### src/rtl/envelope_detector_pkg.sv
// Shared definitions for the envelope detector: FSM encoding, sample width
// and the beta shift amounts of the alpha-max-beta-min magnitude estimate.
package envelope_detector_pkg;

    typedef enum logic [1:0] {
        IDLE     = 2'd0,
        MAIN_OPP = 2'd1,
        DRAIN    = 2'd2,
        DONE     = 2'd3
    } state_t;

    localparam int ENV_BASE_WIDTH = 18;
    localparam int ENV_WIDTH      = ENV_BASE_WIDTH * 3;

    // beta = 1/4 + 1/8 = 3/8, realised as two right shifts
    localparam int BETA_SHIFT_LO = 2;
    localparam int BETA_SHIFT_HI = 3;

endpackage

### src/rtl/envelope_detector_mag.sv
// Three-stage magnitude estimator: |Re|,|Im| -> max/min -> max + 3/8*min.
// A valid bit and the sample index ride alongside the data through every stage.
module mag_approx_pipe
    import envelope_detector_pkg::*;
#(
    parameter int DATA_W  = ENV_WIDTH,
    parameter int INDEX_W = 16
) (
    input  logic                     clock,
    input  logic                     resetN,
    input  logic                     i_valid,
    input  logic signed [DATA_W-1:0] i_re,
    input  logic signed [DATA_W-1:0] i_im,
    input  logic [INDEX_W-1:0]       i_idx,
    output logic                     o_valid,
    output logic [DATA_W-1:0]        o_mag,
    output logic [INDEX_W-1:0]       o_idx,
    output logic                     o_busy
);

    // Unsigned result is one bit wider in range than the signed input, so the
    // most negative value maps to 2^(DATA_W-1) exactly.
    function automatic logic [DATA_W-1:0] abs_u(input logic signed [DATA_W-1:0] x);
        logic [DATA_W-1:0] u;
        u = x;
        return x[DATA_W-1] ? -u : u;
    endfunction

    function automatic logic [DATA_W-1:0] amax_bmin(input logic [DATA_W-1:0] mx,
                                                    input logic [DATA_W-1:0] mn);
        return mx + (mn >> BETA_SHIFT_LO) + (mn >> BETA_SHIFT_HI);
    endfunction

    logic [DATA_W-1:0]  r_a_p0;
    logic [DATA_W-1:0]  r_b_p0;
    logic [INDEX_W-1:0] r_idx_p0;
    logic               r_vld_p0;
    logic [DATA_W-1:0]  r_mx_p1;
    logic [DATA_W-1:0]  r_mn_p1;
    logic [INDEX_W-1:0] r_idx_p1;
    logic               r_vld_p1;
    logic [DATA_W-1:0]  r_mag_p2;
    logic [INDEX_W-1:0] r_idx_p2;
    logic               r_vld_p2;

    logic [DATA_W-1:0]  w_abs_re;
    logic [DATA_W-1:0]  w_abs_im;
    logic               w_a_ge_b;

    assign w_abs_re = abs_u(i_re);
    assign w_abs_im = abs_u(i_im);
    assign w_a_ge_b = (r_a_p0 >= r_b_p0);

    // Valid chain and the output magnitude; the output holds between samples.
    always_ff @(posedge clock or negedge resetN) begin
        if (!resetN) begin
            r_vld_p0 <= 1'b0;
            r_vld_p1 <= 1'b0;
            r_vld_p2 <= 1'b0;
            r_mag_p2 <= '0;
        end else begin
            r_vld_p0 <= i_valid;
            r_vld_p1 <= r_vld_p0;
            r_vld_p2 <= r_vld_p1;
            // p1 -> p2: alpha-max-beta-min sum
            if (r_vld_p1) begin
                r_mag_p2 <= amax_bmin(r_mx_p1, r_mn_p1);
            end
        end
    end

    always_ff @(posedge clock) begin
        // input -> p0: absolute values
        if (i_valid) begin
            r_a_p0   <= w_abs_re;
            r_b_p0   <= w_abs_im;
            r_idx_p0 <= i_idx;
        end
        // p0 -> p1: sort into max/min
        if (r_vld_p0) begin
            r_mx_p1  <= w_a_ge_b ? r_a_p0 : r_b_p0;
            r_mn_p1  <= w_a_ge_b ? r_b_p0 : r_a_p0;
            r_idx_p1 <= r_idx_p0;
        end
        if (r_vld_p1) begin
            r_idx_p2 <= r_idx_p1;
        end
    end

    assign o_valid = r_vld_p2;
    assign o_mag   = r_mag_p2;
    assign o_idx   = r_idx_p2;
    assign o_busy  = r_vld_p0 | r_vld_p1 | r_vld_p2;

endmodule

### src/rtl/envelope_detector.sv
// Envelope detector: frames the analytic-signal stream, estimates magnitude
// per sample and tracks the first index of the per-frame peak envelope.
module envelope_detector
    import envelope_detector_pkg::*;
#(
    parameter int DATA_WIDTH  = ENV_BASE_WIDTH,
    parameter int INDEX_WIDTH = 16
) (
    input  logic                         clock,
    input  logic                         resetN,
    input  logic                         enable,
    input  logic                         stopDataInFlag,
    input  logic                         dataInValid,
    input  logic signed [DATA_WIDTH*3-1:0] dataInRe,
    input  logic signed [DATA_WIDTH*3-1:0] dataInIm,
    output logic [DATA_WIDTH*3-1:0]      dataOut,
    output logic                         dataOutValid,
    output logic [DATA_WIDTH*3-1:0]      peakValue,
    output logic [INDEX_WIDTH-1:0]       peakIndex,
    output logic                         frameDone
);

    localparam int W = DATA_WIDTH * 3;
    localparam logic [INDEX_WIDTH-1:0] IDX_MAX = '1;

    state_t                 r_state;
    logic                   r_frame_done;
    logic [INDEX_WIDTH-1:0] r_idx_cnt;
    logic [W-1:0]           r_peak_value;
    logic [INDEX_WIDTH-1:0] r_peak_index;

    logic                   w_accept;
    logic                   w_frame_start;
    logic                   w_pipe_vld;
    logic                   w_pipe_busy;
    logic [W-1:0]           w_pipe_mag;
    logic [INDEX_WIDTH-1:0] w_pipe_idx;

    // Stop takes priority: a sample arriving with stop is dropped.
    assign w_accept      = (r_state == MAIN_OPP) && dataInValid && !stopDataInFlag;
    assign w_frame_start = (r_state == IDLE) && enable;

    mag_approx_pipe #(
        .DATA_W  (W),
        .INDEX_W (INDEX_WIDTH)
    ) u_mag (
        .clock   (clock),
        .resetN  (resetN),
        .i_valid (w_accept),
        .i_re    (dataInRe),
        .i_im    (dataInIm),
        .i_idx   (r_idx_cnt),
        .o_valid (w_pipe_vld),
        .o_mag   (w_pipe_mag),
        .o_idx   (w_pipe_idx),
        .o_busy  (w_pipe_busy)
    );

    always_ff @(posedge clock or negedge resetN) begin
        if (!resetN) begin
            r_state      <= IDLE;
            r_frame_done <= 1'b0;
        end else begin
            r_frame_done <= 1'b0;
            case (r_state)
                IDLE: begin
                    if (enable) begin
                        r_state <= MAIN_OPP;
                    end
                end
                MAIN_OPP: begin
                    if (stopDataInFlag) begin
                        r_state <= DRAIN;
                    end
                end
                DRAIN: begin
                    // Peak registers settle on the edge that empties the pipe,
                    // so they are final by the DONE cycle.
                    if (!w_pipe_busy) begin
                        r_state      <= DONE;
                        r_frame_done <= 1'b1;
                    end
                end
                DONE: begin
                    r_state <= IDLE;
                end
                default: begin
                    r_state <= IDLE;
                end
            endcase
        end
    end

    always_ff @(posedge clock or negedge resetN) begin
        if (!resetN) begin
            r_idx_cnt    <= '0;
            r_peak_value <= '0;
            r_peak_index <= '0;
        end else if (w_frame_start) begin
            r_idx_cnt    <= '0;
            r_peak_value <= '0;
            r_peak_index <= '0;
        end else begin
            if (w_accept && (r_idx_cnt != IDX_MAX)) begin
                r_idx_cnt <= r_idx_cnt + INDEX_WIDTH'(1);
            end
            // Strictly greater so that ties keep the earlier index.
            if (w_pipe_vld && (w_pipe_mag > r_peak_value)) begin
                r_peak_value <= w_pipe_mag;
                r_peak_index <= w_pipe_idx;
            end
        end
    end

    assign dataOut      = w_pipe_mag;
    assign dataOutValid = w_pipe_vld;
    assign peakValue    = r_peak_value;
    assign peakIndex    = r_peak_index;
    assign frameDone    = r_frame_done;

endmodule

### config.mk
export PLATFORM = sky130hd
export DESIGN_NAME = envelope_detector
export DESIGN_NICKNAME = d
export VERILOG_FILES = /design/src/rtl/envelope_detector_pkg.sv /design/src/rtl/envelope_detector_mag.sv /design/src/rtl/envelope_detector.sv
export SDC_FILE = /design/constraint.sdc
export NUM_CORES = 1
export LEC_CHECK = 0
export ABC_CLOCK_PERIOD_IN_PS = 15100
export BUFFER_PORTS_ARGS = -buffer_cell sky130_fd_sc_hd__buf_2
export CORE_ASPECT_RATIO = 1.75
export CORE_UTILIZATION = 60
export CTS_CLUSTER_SIZE = 20
export DETAILED_ROUTE_END_ITERATION = 8
export MAX_ROUTING_LAYER = met4
export PLACE_DENSITY = 0.79
export SYNTH_ARGS = -nofsm -noshare
export SYNTH_HDL_FRONTEND = slang
export SYNTH_SLANG_ARGS = --single-unit
### constraint.sdc
create_clock -name clock -period 15.1 [get_ports clock]
set_input_delay 0.755 -clock clock [delete_from_list [all_inputs] [get_ports clock]]
set_output_delay 0.755 -clock clock [all_outputs]
set_load 0.05 [all_outputs]
==> flow_summary_export.csv, run 1 <==
group,metric,value,unit
detailed_routing,drt_iter0_drc,2702,
logic_synthesis,synth_nets,3084,
logic_synthesis,async_flop_share,0.3578,
clocking,post-cts-setup-buffers,0,
critical_path,crit_path_top_delay_cell,"a31oi_1",
run,drv_cap,0,
min_path,hold_path.class,"in -> async",
placement,hpwl,50160,um
placement,portBuffers,238,
sta,tightestPinTransition,1.280,ns
detailed_routing,firstDrtPassIters,6,
grt,antenna_found_initial,0,
detailed_routing,routedWlPerCell,20.47,um
floorplan,coreArea,45110,sq um
sta,fin_setup_tns,0,ns
critical_path,rrSetupSlack,10.59,ns
grt,grt_first_pass_wirelength,113100,um
detailed_routing,wl,70510,um
grt,grt_use_met2,0.5217,
detailed_routing,drc,0,
floorplan,die_y,284.7,um
clocking,hold_buffers,0,
sta,hold_viol,0,
logic_synthesis,synth-edff-count,262,
finish,drive_gt1_frac,0.1395,
sta,max_freq,221.7,MHz
floorplan,placementRows,103,
grt,busiest_layer,"met2",
clocking,tritoncts,"built",
pwr,p_int,2.725,mW
grt,first_global_vias,21950,
sta,slew_violations,0,
sta,fin_ws,10.59,ns
logic_synthesis,synth-seq-cells,408,
placement,pre_cts_ws,10.44,ns
sta,slew_headroom,0.1463,
critical_path,end_kind,"flip-flop",
critical_path,cp_max_fo,5,
floorplan,io_pins,239,
pwr,pwr-share-comb,0.495,
grt,use_met3,0.02327,
pwr,p_sw,2.362,mW
clocking,cts_buffers,37,
grt,overflow,0,
clocking,clk_path_buf_depth,3,
critical_path,cp_slowest_stage_delay,0.58,ns
logic_synthesis,yosysSeqAreaShare,0.4204,
logic_synthesis,syn_area_per_cell,9.963,sq um
finish,fillers,3528,
critical_path,cp_cell_sequence,"fa_1, ha_1, fa_1, a211oi_1, o21bai_1, o311a_1, o2111ai_1, o21ai_0, a31oi_1, o21ai_0, a311o_1, nand3_1",
finish,n_antenna_cell,0,
floorplan,die_x,163.6,um
pwr,powerDensity,170.0,nW/um^2
pwr,power,5.086,mW
critical_path,worstSetupPathType,"reg -> reg",
detailed_routing,via_per_inst,6.664,
pwr,netSwitchingFraction,0.4643,
critical_path,crit_arrival,4.98,ns
logic_synthesis,synth-warning-count,0,
pwr,vdd_drop_max,0.2030,mV
finish,fin_nets,3173,
pwr,seqPwrFrac,0.332,
clocking,postCtsResizedCells,0,
finish,area_growth,9.181,%
sta,rsz0062_at_grt,"no",
grt,grt_max_degree,112,
pwr,clockPowerShare,0.174,
sta,finalCritPeriodShare,0.2987,
clocking,path_clk_slew,0.08,ns
placement,globalplace.congestion,0.9146,
critical_path,crit_required,15.57,ns
clocking,clkLatencyLatePin,0.56,ns
detailed_routing,postRouteAntennaNets,0,
logic_synthesis,synth.cell_area,27410,sq um
sta,min_period,4.510,ns
grt,grt_util_all_layers,0.3096,
logic_synthesis,synthDistinctLibCells,65,
sta,skew,0.03162,ns
floorplan,initial_utilization,0.6076,
logic_synthesis,synth_cells,2751,
detailed_routing,via_count,22960,
pwr,p_leak,11.82,nW
sta,setup_violations,0,
grt,grt_use_met1,0.3907,
outcome,outcome,"complete, no violations",
floorplan,dieArea,46570,sq um
clocking,htree_levels,2,
clocking,cts.sinks,408,
sta,holdWs,0.2023,ns
logic_synthesis,synthFlopType,"edfxtp_1",
clocking,clockRootBuffer,"clkbuf_16",
critical_path,crit_path_start_kind,"flip-flop",
==> power by group through the flow <==
stage / Combinational [mW] / Clock, mW / Sequential (mW)
3_5_place_dp: 2.48 / 0 / 1.70
2_1_floorplan: 1.35 / 0 / 2.16
4_1_cts: 2.50 / 0.901 / 1.68
5_1_grt: 2.73 / 0.939 / 1.71
3_3_place_gp: 2.41 / 0 / 1.69
6_report: 2.52 / 0.884 / 1.69
==> sequential cells by signal, indices dropped and copies added, names as in the netlist <==
| signal | count |
|---|---|
| peakValue | 54 |
| u_mag.o_mag | 54 |
| u_mag.r_a_p0 | 54 |
| u_mag.r_b_p0 | 54 |
| u_mag.r_mx_p1 | 54 |
| u_mag.r_mn_p1 | 52 |
| peakIndex | 16 |
| r_idx_cnt | 16 |
| u_mag.o_idx | 16 |
| u_mag.r_idx_p0 | 16 |
| u_mag.r_idx_p1 | 16 |
| r_state | 2 |
| frameDone | 1 |
| u_mag.o_valid | 1 |
| u_mag.r_vld_p0 | 1 |
| u_mag.r_vld_p1 | 1 |
==> synthesized netlist by cell type (6+ instances only) <==
cell	number	share of area
nand3_1	312	0.057
edfxtp_1	262	0.29
clkbuf_1	209	0.029
ha_1	168	0.077
a21oi_1	157	0.029
o21ai_0	147	0.027
dfrtp_1	146	0.13
inv_1	145	0.020
xnor2_1	130	0.042
nand2_1	126	0.017
o2111ai_1	109	0.035
a21o_1	95	0.026
nand4_1	95	0.022
nor3_1	64	0.012
and2_1	59	0.013
nor2_1	58	0.0079
a221oi_1	56	0.018
o311a_1	54	0.020
fa_1	52	0.038
mux2_2	38	0.016
o31ai_1	34	0.0093
xor2_1	25	0.0080
or3_1	21	0.0048
o21bai_1	13	0.0036
o41ai_1	13	0.0042
nand2b_1	12	0.0027
o21a_1	11	0.0030
or4_1	11	0.0030
and3_1	10	0.0023
or2_2	10	0.0023
a31oi_1	7	0.0016
or4_4	7	0.0029
a211oi_1	6	0.0016
nor4_1	6	0.0014
==> layer usage <==
layer | share of wire | vias to the layer above
met5 | 0 | -
met4 | 0.036 | 0
met3 | 0.053 | 156
met2 | 0.51 | 1014
met1 | 0.40 | 11090
li1 | - | 10700
==> cell families after synthesis <==
| family | share of synthesized area |
|---|---|
| AO/OA/AOI/OAI | 0.1948 |
| XOR/XNOR | 0.04953 |
| adder cells (fa/ha/maj) | 0.1147 |
| buffers and inverters | 0.04889 |
| flip-flops | 0.4204 |
| multiplexers | 0.01634 |
| AND/OR/NAND/NOR | 0.1554 |
==> final timing paths <==
path | endpoint | cells after the start | from
max in group asynchronous | peakValue[51]$_DFFE_PN0P_ | 2 | resetN
setup reg to reg | u_mag.o_mag[47]$_DFFE_PN0P_ | 12 | u_mag.r_mn_p1[4]$_DFFE_PP_
setup / recovery | u_mag.o_mag[47]$_DFFE_PN0P_ | 12 | u_mag.r_mn_p1[4]$_DFFE_PP_
min in group clock | u_mag.r_b_p0[0]$_DFFE_PP_ | 1 | dataInIm[0]
hold / removal | u_mag.o_mag[15]$_DFFE_PN0P_ | 1 | resetN
hold reg to reg | u_mag.r_idx_p1[8]$_DFFE_PP_ | 0 | u_mag.r_idx_p0[8]$_DFFE_PP_
==> placed cells by master, fill, tap and decap left out, types with 52 or more instances in the layout <==
| cell | n |
|---|---|
| o21ai_0 | 147 |
| inv_1 | 145 |
| nor3_1 | 64 |
| a21oi_1 | 156 |
| dfrtp_1 | 144 |
| edfxtp_1 | 262 |
| o2111ai_1 | 109 |
| and2_1 | 58 |
| a21o_1 | 95 |
| nand4_1 | 95 |
| nand3_1 | 312 |
| fa_1 | 52 |
| buf_2 | 237 |
| nand2_1 | 126 |
| ha_1 | 168 |
| nor2_1 | 56 |
| o311a_1 | 54 |
| xnor2_1 | 130 |
| a221oi_1 | 56 |
==> cell type report <==
type	instances	area (sq um)	share of cell area
Clock buffer	48	997.2	0.03332
Timing Repair Buffer	262	1378	0.04604
Clock inverter	19	118.9	0.003972
Multi-Input combinational cell	1986	14640	0.4892
Inverter	145	544.3	0.01819
Sequential cell	408	11530	0.3852
Tap cell	577	721.9	0.02413
==> critical path, delay by kind of cell (launching register included) <==
family                   cells  cell delay [ns]
AO/OA/AOI/OAI                8             2.75
flip-flops                   1             0.45
AND/OR/NAND/NOR              1             0.06
adder cells (fa/ha/maj)      3             1.16
==> per-stage QoR <==
step,instances,instance area (sq um),utilization
floorplan,2751,27410,-
global placement,3378,28810,0.6387
detailed placement,3378,28810,0.6387
CTS,3445,29920,0.6634
global route,3445,29920,0.6634
finish,3445,29920,0.6634
Note: power is estimated with default switching activity, not from simulation.
==> run 2: changes to the inputs <==
ABC_AREA = 1   (was default)
ABC_CLOCK_PERIOD_IN_PS = 3630   (was 15100)
CORE_UTILIZATION = 55   (was 60)
PLACE_DENSITY = 0.76   (was 0.79)
clock period = 3.63 ns   (was 15.1 ns; I/O delays follow)
==> flow_summary_export.csv, run 2 <==
group,metric,value,unit
outcome,outcome,"complete, no violations",
finish,drive_gt1_frac,0.09448,
sta,tightestPinTransition,1.001,ns
placement,pre_cts_ws,0.5784,ns
floorplan,coreArea,49460,sq um
critical_path,crit_arrival,3.72,ns
logic_synthesis,synth-edff-count,262,
min_path,worstHoldStart,"dataInRe[37]",
critical_path,cp_max_fo,4,
logic_synthesis,yosys.cell_count.top_type,"nand2_1",
logic_synthesis,synth-seq-cells,408,
clocking,clkLatencyLatePin,0.55,ns
grt,first_global_vias,23870,
finish,fillers,4465,
sta,hold_viol,0,
logic_synthesis,synth-warning-count,0,
logic_synthesis,syn_area_per_cell,7.860,sq um
sta,min_period,3.282,ns
sta,rsz0062_at_grt,"no",
placement,globalplace.congestion,1.047,
sta,fin_ws,0.3478,ns
grt,grt_first_pass_wirelength,121600,um
placement,portBuffers,238,
finish,area_growth,13.65,%
sta,max_freq,304.7,MHz
min_path,worstHoldEndpoint,"u_mag.r_a_p0[37]$_DFFE_PP_",
logic_synthesis,synthFlopType,"edfxtp_1",
placement,dp.cells,4323,
critical_path,r2r_start,"u_mag.r_mn_p1[14]$_DFFE_PP_",
clocking,htree_levels,2,
pwr,p_int,11.04,mW
run,drv_cap,0,
critical_path,crit_required,4.07,ns
logic_synthesis,async_flop_share,0.3578,
grt,antenna_found_initial,0,
logic_synthesis,synth.top_cell.area_share,0.2862,
pwr,powerDensity,667.8,nW/um^2
floorplan,die_y,297.7,um
logic_synthesis,synth_top_area_cell,"edfxtp_1",
clocking,postCtsResizedCells,0,
min_path,hold_depth,2,
clocking,cts_buffers,38,
finish,utilization,0.6316,
floorplan,dieArea,50910,sq um
detailed_routing,routedWlPerCell,17.54,um
detailed_routing,postRouteAntennaNets,0,
pwr,pwr-share-comb,0.476,
floorplan,placementRows,108,
logic_synthesis,yosys-top-cells-area,"edfxtp_1 (29%), nand2_1 (15%), dfrtp_1 (13%)",
floorplan,initial_utilization,0.5558,
detailed_routing,drc,0,
grt,overflow,0,
critical_path,r2r_cells,11,
finish,final_cell_mix,"nand2_1 (1107), inv_1 (497), nor2_1 (279), edfxtp_1 (262), buf_2 (237)",
clocking,path_clk_slew,0.07,ns
logic_synthesis,synth_nets,3830,
floorplan,io_pins,239,
pwr,clockPowerShare,0.192,
critical_path,r2r_end,"u_mag.o_mag[43]$_DFFE_PN0P_",
sta,setup_violations,0,
placement,hpwl,61660,um
critical_path,crit_path_start_kind,"flip-flop",
critical_path,worstSetupPathType,"reg -> reg",
clocking,tritoncts,"built",
grt,grt_util_all_layers,0.3221,
logic_synthesis,synth.cell_area,27490,sq um
logic_synthesis,synthTopCellsByCount,"nand2_1 (1111), inv_1 (498), nor2_1 (281)",
detailed_routing,wl,78040,um
clocking,cts.sinks,408,
grt,grt_max_degree,126,
sta,finalCritPeriodShare,0.9042,
detailed_routing,firstDrtPassIters,6,
sta,slew_headroom,0.3278,
critical_path,end_kind,"flip-flop",
min_path,hold_path.class,"in -> reg",
pwr,netSwitchingFraction,0.4705,
sta,skew,0.02493,ns
detailed_routing,drt_iter0_drc,1356,
sta,holdWs,0.01630,ns
pwr,p_sw,9.814,mW
finish,n_antenna_cell,0,
logic_synthesis,yosysSeqAreaShare,0.4192,
clocking,clk_path_buf_depth,3,
finish,fin_cells,4449,
finish,final_common_cell,"nand2_1",
logic_synthesis,synthDistinctLibCells,41,
detailed_routing,via_count,23950,
finish,seqCellArea,11520,sq um
floorplan,die_x,171.0,um
critical_path,rrSetupSlack,0.35,ns
pwr,vdd_drop_max,0.4180,mV
detailed_routing,via_per_inst,5.382,
pwr,seqPwrFrac,0.332,
finish,fin_nets,4095,
finish,multi_input_comb_area,13660,sq um
pwr,p_leak,15.31,nW
clocking,clockRootBuffer,"clkbuf_16",
sta,slew_violations,0,
logic_synthesis,synth_cells,3497,
sta,fin_setup_tns,0,ns
run 2: final cells by class:
| type | count | area share |
|---|---|---|
| Inverter | 503 | 0.06044 |
| Multi-Input combinational cell | 2481 | 0.4374 |
| Tap cell | 660 | 0.02644 |
| Clock inverter | 23 | 0.006769 |
| Clock buffer | 44 | 0.03248 |
| Timing Repair Buffer | 330 | 0.06757 |
| Sequential cell | 408 | 0.3689 |
run 2: power by group through the flow:
stage	sequential, mW	clock, mW	combinational, mW
floorplan	8.87	0	5.05
global placement	6.98	0	9.66
detailed placement	7.01	0	9.82
CTS	6.92	4.07	9.92
global route	7.04	4.24	11.0
finish	6.93	4.00	9.93
run 2: critical path, cell delays in order (launching register included):
cell      delay, ns
edfxtp_1       0.46
fa_1           0.50
ha_1           0.38
nand2_1        0.11
nor2_1         0.27
nand2_1        0.14
nor3_1         0.78
nand3_1        0.21
nand3_1        0.14
nand2_1        0.05
nand3_1        0.06
nand2_1        0.05
run 2: metrics by stage:
stage	instance area [sq um]	power (mW)
finish	31240	20.86
global route	31240	22.31
CTS	31240	20.90
detailed placement	29420	16.82
global placement	29420	16.64
floorplan	27510	13.93
run 2: cells by family (layout without fill, tap and decap cells):
| family | after synthesis | after routing | share of synthesized area |
|---|---|---|---|
| and+or+nand+nor | 1905 | 1905 | 0.2948 |
| adders and majority gates | 220 | 220 | 0.1143 |
| buffers and inverters | 608 | 900 | 0.08581 |
| xor gates and xnor gates | 129 | 129 | 0.04111 |
| AOI/OAI and AO/OA | 227 | 227 | 0.04475 |
| DFF | 408 | 408 | 0.4192 |
run 2: metal layers:
layer | global-route usage | part of all wire | vias to the layer above
met5 | - | 0 | -
met4 | 0.2530 | 0.090 | 0
met3 | 0.02936 | 0.034 | 272
met2 | 0.5824 | 0.53 | 695
met1 | 0.3080 | 0.35 | 11050
li1 | - | - | 11930
run 2: worst max-delay path by stage:
stage,startpoint,to,cells past startpoint
global route,u_mag.r_mn_p1[15]$_DFFE_PP_,u_mag.o_mag[43]$_DFFE_PN0P_,11
floorplan,r_state[1]$_DFFE_PN0P_,r_idx_cnt[11]$_DFFE_PN0P_,9
CTS,u_mag.r_mn_p1[4]$_DFFE_PP_,u_mag.o_mag[51]$_DFFE_PN0P_,12
global placement,u_mag.r_mn_p1[4]$_DFFE_PP_,u_mag.o_mag[41]$_DFFE_PN0P_,14
detailed placement,u_mag.r_mn_p1[4]$_DFFE_PP_,u_mag.o_mag[51]$_DFFE_PN0P_,11
finish,u_mag.r_mn_p1[14]$_DFFE_PP_,u_mag.o_mag[43]$_DFFE_PN0P_,11
run 2: repair_timing:
action,in CTS,in global routing
buffers inserted,0,0
endpoints found under the hold margin,154,0
hold buffers,59,0
==> run 3: changes to the inputs <==
CORE_MARGIN = 5   (was default)
==> flow_summary_export.csv, run 3 (synthesized netlist as in run 2, its figures left out) <==
group,metric,value,unit
pwr,powerDensity,667.6,nW/um^2
placement,globalplace.congestion,1.063,
sta,slew_violations,0,
run,drv_cap,0,
grt,antenna_found_initial,0,
critical_path,crit_required,4.07,ns
critical_path,end_kind,"flip-flop",
floorplan,die_y,305.7,um
critical_path,crit_arrival,3.69,ns
pwr,pwr-share-comb,0.483,
finish,final_common_cell,"nand2_1",
pwr,seqPwrFrac,0.334,
grt,grt_max_degree,126,
min_path,hold_path.class,"in -> reg",
floorplan,dieArea,54720,sq um
clocking,path_clk_slew,0.07,ns
detailed_routing,routedWlPerCell,18.37,um
finish,fin_nets,4087,
detailed_routing,drc,0,
clocking,postCtsResizedCells,0,
floorplan,coreArea,49590,sq um
sta,skew,0.02411,ns
pwr,vdd_drop_max,0.7866,mV
sta,holdWs,0.02181,ns
outcome,outcome,"complete, no violations",
clocking,htree_levels,2,
clocking,tritoncts,"built",
pwr,p_int,10.92,mW
sta,min_period,3.248,ns
clocking,clk_path_buf_depth,3,
clocking,post-cts-setup-buffers,0,
min_path,hold_depth,3,
grt,grt_first_pass_wirelength,126500,um
grt,grt_util_all_layers,0.3067,
finish,final_cell_mix,"nand2_1 (1107), inv_1 (497), nor2_1 (279), edfxtp_1 (262), buf_2 (237)",
floorplan,placementRows,108,
clocking,cts.sinks,408,
sta,hold_viol,0,
pwr,clockPowerShare,0.183,
sta,rsz0062_at_grt,"no",
sta,setup_violations,0,
grt,overflow,0,
pwr,power,20.76,mW
sta,max_freq,307.9,MHz
pwr,p_sw,9.848,mW
clocking,hold_buffers,50,
sta,finalCritPeriodShare,0.8948,
finish,drive_gt1_frac,0.09415,
floorplan,initial_utilization,0.5542,
finish,utilization,0.6272,
pwr,p_leak,15.25,nW
detailed_routing,wl,81580,um
detailed_routing,via_per_inst,5.404,
detailed_routing,firstDrtPassIters,7,
critical_path,r2r_cells,11,
detailed_routing,via_count,24000,
sta,tightestPinTransition,0.9872,ns
critical_path,worstSetupPathType,"reg -> reg",
finish,n_antenna_cell,0,
grt,first_global_vias,24040,
pwr,netSwitchingFraction,0.4743,
clocking,cts_buffers,37,
detailed_routing,drt_iter0_drc,1279,
finish,area_growth,13.16,%
sta,slew_headroom,0.3368,
detailed_routing,postRouteAntennaNets,0,
critical_path,crit_path_start_kind,"flip-flop",
critical_path,cp_max_fo,4,
floorplan,io_pins,239,
placement,hpwl,65700,um
floorplan,die_x,179.0,um
placement,portBuffers,238,
clocking,clockRootBuffer,"clkbuf_16",
clocking,clkLatencyLatePin,0.54,ns
run 3: critical path, cell delays in order (launching register included):
cell and delay (ns):
edfxtp_1 0.44, fa_1 0.51, ha_1 0.40, nand2_1 0.12, nor2_1 0.26, nand2_1 0.14
nor3_1 0.77, nand3_1 0.20, nand3_1 0.14, nand2_1 0.05, nand3_1 0.07, nand2_1 0.06
run 3: final timing paths:
kind	start	end	slack, ns
worst max-delay path	u_mag.r_mn_p1[15]$_DFFE_PP_	u_mag.o_mag[43]$_DFFE_PN0P_	0.38
worst min-delay path	dataInRe[52]	u_mag.r_a_p0[52]$_DFFE_PP_	0.02
worst max register to register	u_mag.r_mn_p1[15]$_DFFE_PP_	u_mag.o_mag[43]$_DFFE_PN0P_	0.38
worst min register to register	u_mag.r_idx_p1[8]$_DFFE_PP_	u_mag.o_idx[8]$_DFFE_PP_	0.42
max in group asynchronous	resetN	peakIndex[1]$_DFFE_PN0P_	2.47
min in group asynchronous	resetN	peakValue[4]$_DFFE_PN0P_	0.27
run 3: final cells by class:
type / count / area, sq um
clock buffer: 43 / 988.4
clock inverter: 23 / 178.9
timing repair buffer: 323 / 2036
sequential: 408 / 11520
tap: 660 / 825.8
fill: 4499 / 18490
multi-input combinational: 2481 / 13660
inverter: 503 / 1888
run 3: stage by stage:
| stage | setup slack [ns] | setup TNS (ns) | instances | instance area, sq um |
|---|---|---|---|---|
| finish | 0.3820 | 0 | 4441 | 31100 |
| global route | 0.1358 | 0 | 4441 | 31100 |
| CTS | 0.5203 | 0 | 4441 | 31100 |
| detailed placement | 0.5369 | 0 | 4325 | 29440 |
| global placement | 0.5534 | 0 | 4325 | 29440 |
| floorplan | -0.2244 | -1.393 | 3497 | 27510 |
run 3: routing by layer:
layer / vias to the layer above / share of wire / global-route usage / wire, um
met3: 288 / 0.040 / 0.02634 / 3291
met2: 781 / 0.52 / 0.5488 / 42470
met4: 0 / 0.096 / 0.2274 / 7859
met1: 11020 / 0.34 / 0.3033 / 27960
met5: - / 0 / - / 0
li1: 11910 / - / - / -
run 3: power by group through the flow:
stage	combinational [mW]	sequential [mW]	clock, mW
final	10.0	6.93	3.80
after detailed placement	9.94	7.01	0
after global placement	9.77	6.98	0
after global routing	11.1	7.03	4.04
after CTS	10.0	6.92	3.88
after floorplan	5.05	8.87	0
